**config.mk**
```make
export PLATFORM = sky130hd
export DESIGN_NAME = ram16k_arbiter_flat
export DESIGN_NICKNAME = d
export VERILOG_FILES = /design/src/rtl/ram16k_arbiter_pkg.sv /design/src/rtl/ram16k_arbiter_if.sv /design/src/rtl/ram16k_arbiter_select.sv /design/src/rtl/ram16k_arbiter.sv /design/src/flat_wrapper.sv
export SDC_FILE = /design/constraint.sdc
export NUM_CORES = 1
export LEC_CHECK = 0
export ABC_AREA = 1
export ABC_CLOCK_PERIOD_IN_PS = 800
export BUFFER_PORTS_ARGS = -buffer_cell sky130_fd_sc_hd__buf_4
export CELL_PAD_IN_SITES_DETAIL_PLACEMENT = 1
export CELL_PAD_IN_SITES_GLOBAL_PLACEMENT = 1
export CORE_MARGIN = 4
export CORE_UTILIZATION = 16
export CTS_BUF_LIST = sky130_fd_sc_hd__clkbuf_16
export CTS_CLUSTER_SIZE = 8
export DETAILED_ROUTE_END_ITERATION = 12
export HOLD_SLACK_MARGIN = 0.12
export PLACE_DENSITY_LB_ADDON = 0.1
export SYNTH_ARGS = -nofsm -noshare
export SYNTH_HDL_FRONTEND = slang
export SYNTH_HIERARCHICAL = 1
export SYNTH_SLANG_ARGS = --single-unit
```
**constraint.sdc**
```tcl
create_clock -name clk -period 0.8 [get_ports clk]
set_input_delay 0.12 -clock clk [delete_from_list [all_inputs] [get_ports clk]]
set_output_delay 0.12 -clock clk [all_outputs]
set_load 0.05 [all_outputs]
```
**src/rtl/ram16k_arbiter_pkg.sv**
```systemverilog
// Shared types for the ram16k arbiter: RAM geometry, owner state, port id and request bundle.
package ram_pkg;
  localparam int RAM_ADDR_W = 14;
  localparam int RAM_DATA_W = 16;

  typedef enum logic [1:0] {IDLE = 2'd0, OWN0 = 2'd1, OWN1 = 2'd2} own_t;
  typedef logic port_t;

  typedef struct packed {
    logic                  we;
    logic [RAM_ADDR_W-1:0] addr;
    logic [RAM_DATA_W-1:0] wdata;
  } req_t;

  function automatic own_t own_of(port_t p);
    return p ? OWN1 : OWN0;
  endfunction
endpackage

```
**src/rtl/ram16k_arbiter_if.sv**
```systemverilog
// One requester port of the ram16k arbiter; master = requester, slave = arbiter.
interface ram16k_arbiter_if;
  logic                           req;
  logic                           we;
  logic [ram_pkg::RAM_ADDR_W-1:0] addr;
  logic [ram_pkg::RAM_DATA_W-1:0] wdata;
  logic                           gnt;
  logic                           rvalid;
  logic [ram_pkg::RAM_DATA_W-1:0] rdata;

  modport master (output req, we, addr, wdata, input gnt, rvalid, rdata);
  modport slave  (input req, we, addr, wdata, output gnt, rvalid, rdata);
endinterface

```
**src/rtl/ram16k_arbiter_select.sv**
```systemverilog
// Combinational winner selection. RAM_ARB_RR_EN: burst-limited fair arbitration,
// otherwise strict priority to port 0.
module ram_arb_select
  import ram_pkg::*;
`ifdef RAM_ARB_RR_EN
#(
  parameter int BURST = 4
)
(
  input  own_t       state,
  input  logic [3:0] cnt,
  input  port_t      last,
  input  logic [1:0] req,
  output logic       vld,
  output port_t      sel
);
  localparam logic [3:0] BURST_C = 4'(BURST);

  port_t own;
  assign own = (state == OWN1);

  // A single requester always wins; a tie goes away from the owner once its burst is used up.
  always_comb begin
    vld = |req;
    sel = req[1];
    if (req == 2'b11) begin
      if (state == IDLE) sel = ~last;
      else               sel = (cnt >= BURST_C) ? ~own : own;
    end
  end
`else
(
  input  logic [1:0] req,
  output logic       vld,
  output port_t      sel
);
  assign vld = |req;
  assign sel = ~req[0];
`endif
endmodule

```
**src/rtl/ram16k_arbiter.sv**
```systemverilog
// Shares the single-port ram16k between two requesters; read data returns one cycle after grant.
// RAM_ARB_RR_EN selects burst-limited fair arbitration (default build: strict port-0 priority).
module ram16k_arbiter
  import ram_pkg::*;
#(
  parameter int BURST = 4
)
(
  input  logic                  clk,
  input  logic                  reset,
  ram16k_arbiter_if.slave       p0,
  ram16k_arbiter_if.slave       p1,
  output logic [RAM_ADDR_W-1:0] ram_address,
  output logic [RAM_DATA_W-1:0] ram_in_value,
  output logic                  ram_load,
  input  logic [RAM_DATA_W-1:0] ram_out
);
  if (BURST < 1 || BURST > 15) begin : g_burst_chk
    $error("ram16k_arbiter: BURST must be 1..15");
  end

  logic [1:0]       req;
  req_t [1:0]       rq;
  own_t             state;
  logic             vld;
  port_t            sel;
  logic             win_vld;
  req_t             win;
  logic [1:0]       gnt;

  assign req   = {p1.req, p0.req};
  assign rq[0] = {p0.we, p0.addr, p0.wdata};
  assign rq[1] = {p1.we, p1.addr, p1.wdata};

  // Grants and RAM drive are forced low for as long as reset is held.
  assign win_vld = vld & ~reset;
  assign win     = rq[sel];
  assign gnt     = {2{win_vld}} & (sel ? 2'b10 : 2'b01);

  assign p0.gnt       = gnt[0];
  assign p1.gnt       = gnt[1];
  assign ram_address  = win_vld ? win.addr  : '0;
  assign ram_in_value = win_vld ? win.wdata : '0;
  assign ram_load     = win_vld & win.we;
  assign p0.rdata     = ram_out;
  assign p1.rdata     = ram_out;

`ifdef RAM_ARB_RR_EN
  localparam logic [3:0] BURST_C = 4'(BURST);

  logic [3:0] cnt;
  port_t      last;
  logic [1:0] rv;

  ram_arb_select #(.BURST(BURST)) u_sel (
    .state (state),
    .cnt   (cnt),
    .last  (last),
    .req   (req),
    .vld   (vld),
    .sel   (sel)
  );

  always_ff @(posedge clk or posedge reset) begin
    if (reset) begin
      state <= IDLE;
      last  <= 1'b1;
      cnt   <= '0;
      rv    <= '0;
    end else begin
      rv <= gnt & {2{~win.we}};
      if (win_vld) begin
        state <= own_of(sel);
        last  <= sel;
        cnt   <= (state == own_of(sel)) ? ((cnt >= BURST_C) ? BURST_C : cnt + 4'd1) : 4'd1;
      end else begin
        state <= IDLE;
        cnt   <= '0;
      end
    end
  end

  assign p0.rvalid = rv[0];
  assign p1.rvalid = rv[1];
`else
  logic rd;

  ram_arb_select u_sel (
    .req (req),
    .vld (vld),
    .sel (sel)
  );

  // Owner state tags the single pending read with the port it belongs to.
  always_ff @(posedge clk or posedge reset) begin
    if (reset) begin
      state <= IDLE;
      rd    <= 1'b0;
    end else begin
      state <= win_vld ? own_of(sel) : IDLE;
      rd    <= win_vld & ~win.we;
    end
  end

  assign p0.rvalid = rd & (state == OWN0);
  assign p1.rvalid = rd & (state == OWN1);
`endif
endmodule

```
**src/flat_wrapper.sv**
```systemverilog
// flat-port wrapper written by rule: the top's interface ports become plain ports
module ram16k_arbiter_flat import ram_pkg::*;
#(
  parameter int BURST = 4
)
  (clk, reset, ram_address, ram_in_value, ram_load, ram_out, p0_req, p0_we, p0_addr, p0_wdata, p0_gnt, p0_rvalid, p0_rdata, p1_req, p1_we, p1_addr, p1_wdata, p1_gnt, p1_rvalid, p1_rdata);
  ram16k_arbiter_if p0_i ();
  ram16k_arbiter_if p1_i ();
  input  logic clk;
  input  logic reset;
  output logic [RAM_ADDR_W-1:0] ram_address;
  output logic [RAM_DATA_W-1:0] ram_in_value;
  output logic ram_load;
  input  logic [RAM_DATA_W-1:0] ram_out;
  input wire logic [$bits(p0_i.req)-1:0] p0_req;
  input wire logic [$bits(p0_i.we)-1:0] p0_we;
  input wire logic [$bits(p0_i.addr)-1:0] p0_addr;
  input wire logic [$bits(p0_i.wdata)-1:0] p0_wdata;
  output wire logic [$bits(p0_i.gnt)-1:0] p0_gnt;
  output wire logic [$bits(p0_i.rvalid)-1:0] p0_rvalid;
  output wire logic [$bits(p0_i.rdata)-1:0] p0_rdata;
  input wire logic [$bits(p1_i.req)-1:0] p1_req;
  input wire logic [$bits(p1_i.we)-1:0] p1_we;
  input wire logic [$bits(p1_i.addr)-1:0] p1_addr;
  input wire logic [$bits(p1_i.wdata)-1:0] p1_wdata;
  output wire logic [$bits(p1_i.gnt)-1:0] p1_gnt;
  output wire logic [$bits(p1_i.rvalid)-1:0] p1_rvalid;
  output wire logic [$bits(p1_i.rdata)-1:0] p1_rdata;
  assign p0_i.req = p0_req;
  assign p0_i.we = p0_we;
  assign p0_i.addr = p0_addr;
  assign p0_i.wdata = p0_wdata;
  assign p0_gnt = p0_i.gnt;
  assign p0_rvalid = p0_i.rvalid;
  assign p0_rdata = p0_i.rdata;
  assign p1_i.req = p1_req;
  assign p1_i.we = p1_we;
  assign p1_i.addr = p1_addr;
  assign p1_i.wdata = p1_wdata;
  assign p1_gnt = p1_i.gnt;
  assign p1_rvalid = p1_i.rvalid;
  assign p1_rdata = p1_i.rdata;
  ram16k_arbiter #(.BURST(BURST)) u_core (.clk(clk), .reset(reset), .p0(p0_i), .p1(p1_i), .ram_address(ram_address), .ram_in_value(ram_in_value), .ram_load(ram_load), .ram_out(ram_out));
endmodule
```
==> impl_metrics.csv <==
group,metric,value,unit
critical_path,cp_cell_sequence,"buf_6 -> clkinvlp_4 -> nand2_8 -> buf_16 -> a21oi_4 -> buf_6",
critical_path,required,0.68,ns
clock_tree,cts_buffers,3,
critical_path,crit_fanout,7,
placed_design,place_inst,292,
synth,ys_seq_elements,3,
routing,wire_per_inst,15.7,um
critical_path,crit_arrival,0.92,ns
routing,drt_iter0_drc,20,
global_route,overflow,0,
sta,max-slew-margin-rel,0.898,
critical_path,startpoint_type,"input port",
routing,wl,4.74,mm
sta,max_freq,966,MHz
sta,fin_crit,1.04,ns
global_route,grt_util_met2,0.242,
synth,synthCells,152,
floorplan,core_area,5680,um2
routing,avgViaCountPerCell,4.16,
outcome,violations,"negative setup slack",
floorplan,fp.dieH,85.6,um
critical_path,worst-path-buf-inv,4,
global_route,grt_first_pass_wirelength,7.11,mm
clock_tree,h-tree-depth,1,
synth,synth_area_per_cell,6.34,um2
clock_tree,tritoncts,"done",
final_layout,nFillCells,652,
routing,drt_pass1_iterations,2,
critical_path,worst_path_max_delay_cell,"buf_16",
sta,worst_pin_slew,0.153,ns
sta,rsz0062_at_grt,"true",
power,peakVddDrop,0.803,mV
synth,ys.warnings.count,6,
placed_design,gp_congestion,0.752,
sta,setup_tns,-7.56,ns
critical_path,path_delay_family,"buffers and inverters",
global_route,grt-busiest-layer,"met2",
final_layout,utilization,0.421,
global_route,grtUsageMet1,0.119,
routing,dr_total_vias,1259,
global_route,grt.total_usage,0.120,
sta,slew_violations,0,
power,power_density,1060,nW/um2
final_layout,layout.cells.non_filler,303,
floorplan,fp.dieW,85.6,um
final_layout,drive_gt1_frac,0.766,
routing,drc,0,
floorplan,ioPinCount,149,
sta,setup_slack,-0.236,ns
sta,hold_ws,0.240,ns
sta,setup_viol,35,
global_route,grt_antenna_before_repair,0,
run,maxCapViolCount,0,
critical_path,criticalPathCategory,"input port to output port",
clock_tree,cts.sinks,3,
synth,syn_area,963,um2
floorplan,rows,27,
outcome,outcome,"finished, violations left",
synth,yosysUniqueCellTypes,12,
clock_tree,clock_path_buffers,2,
power,power_leakage,1.05,nW
placed_design,portBuffers,100,
critical_path,cp_common_cell,"buf_6",
critical_path,crit_path_end_kind,"output port",
global_route,grt_max_degree,33,
global_route,grt_use_met3,0.0221,
sta,post-route-period-util,1.29,
global_route,grt_pass1_vias,1410,
synth,seq_area_frac_synth,0.0779,
clock_tree,clock-root-buffer,"clkbuf_16",
min_path,hp-class,"input port to output port",
power,p_total,0.00253,W
sta,final_hold_viol_count,0,
final_layout,antenna_cells,0,
final_layout,syn2layout_area_growth,148,%
synth,syn-num-nets,234,
floorplan,die-area,7330,um2
placed_design,place.detailed.hpwl,3.64,mm
floorplan,start_util,0.170,
routing,antenna_left,0,
final_layout,nets,314,
critical_path,critPathMaxStageDelay,0.18,ns
-- per-layer routing --
layer  wire, um  part of all wire
met2       2700              0.57
met5          0                 0
met1       1540              0.32
met3        411             0.087
met4         97             0.020
-- synth_stat cells, drive strengths merged --
| master | instances | area, um2 |
|---|---|---|
| a21oi | 31 | 196 |
| buf | 42 | 372 |
| nand2 | 67 | 279 |
| nor2 | 5 | 18.8 |
| inv | 4 | 22.5 |
| dfrtp | 3 | 75.1 |
-- cells in the final DEF (no fill, tap or decap) --
cell type	instances
a21oi_4	31
buf_12	4
buf_16	4
buf_4	69
buf_6	31
buf_8	6
clkbuf_16	5
clkinvlp_4	1
dfrtp_1	3
dlygate4sd3_1	1
inv_1	1
inv_16	2
inv_4	1
nand2_1	48
nand2_2	14
nand2_4	3
nand2_8	2
nor2_1	1
nor2_2	2
nor2_4	2
-- worst paths after layout --
path / slack, ns / cells past startpoint / startpoint / end
max: -0.24 / 6 / reset / ram_in_value[3]
min: 0.24 / 0 / ram_out[14] / p0_rdata[14]
max in group asynchronous: 0.25 / 4 / reset / u_core/state[0]
min in group asynchronous: 0.46 / 4 / reset / u_core/state[1]
-- flip-flops by register name, summed over array words and instances (netlist names) --
name          count
u_core/rd         1
u_core/state      2
-- metrics by stage --
stage | area, um2 | worst slack, ns
final | 2390 | -0.236
after global routing | 2390 | -0.284
after global placement | 1940 | -0.303
after floorplan | 1380 | -0.166
after CTS | 2280 | -0.250
after detailed placement | 1940 | -0.321
-- report_power, final --
part           switching, W  internal, W
sequential       0.00000509     0.000161
combinational      0.000862     0.000720
clock              0.000139     0.000645
total               0.00101      0.00153
-- final cells by class --
class / count / area (um2) / share of cell area
tap: 72 / 90.1 / 0.0377
sequential: 3 / 75.1 / 0.0314
inverter: 4 / 53.8 / 0.0225
timing repair buffer: 117 / 1210 / 0.505
clock inverter: 1 / 3.75 / 0.00157
multi-input combinational: 103 / 885 / 0.370
clock buffer: 3 / 75.1 / 0.0314
-- kinds of logic (layout without fill, tap and decap cells) --
logic type | after synthesis | after routing | synth area share
AO/OA/AOI/OAI | 31 | 31 | 0.204
AND/OR/NAND/NOR | 72 | 72 | 0.309
buffers and inverters | 46 | 125 | 0.409
flip-flops | 3 | 3 | 0.0779
-- timing repair --
| item | in CTS | in global routing |
|---|---|---|
| endpoints found under the hold margin | 3 | 0 |
| resized for setup | 50 | 12 |
| pin swaps | 1 | 1 |
| hold buffers | 1 | 0 |
| setup endpoints to repair | 35 | 35 |
| buffers inserted | 1 | 0 |
| cloned | 2 | 3 |
Power figures use the tool's default switching activity.
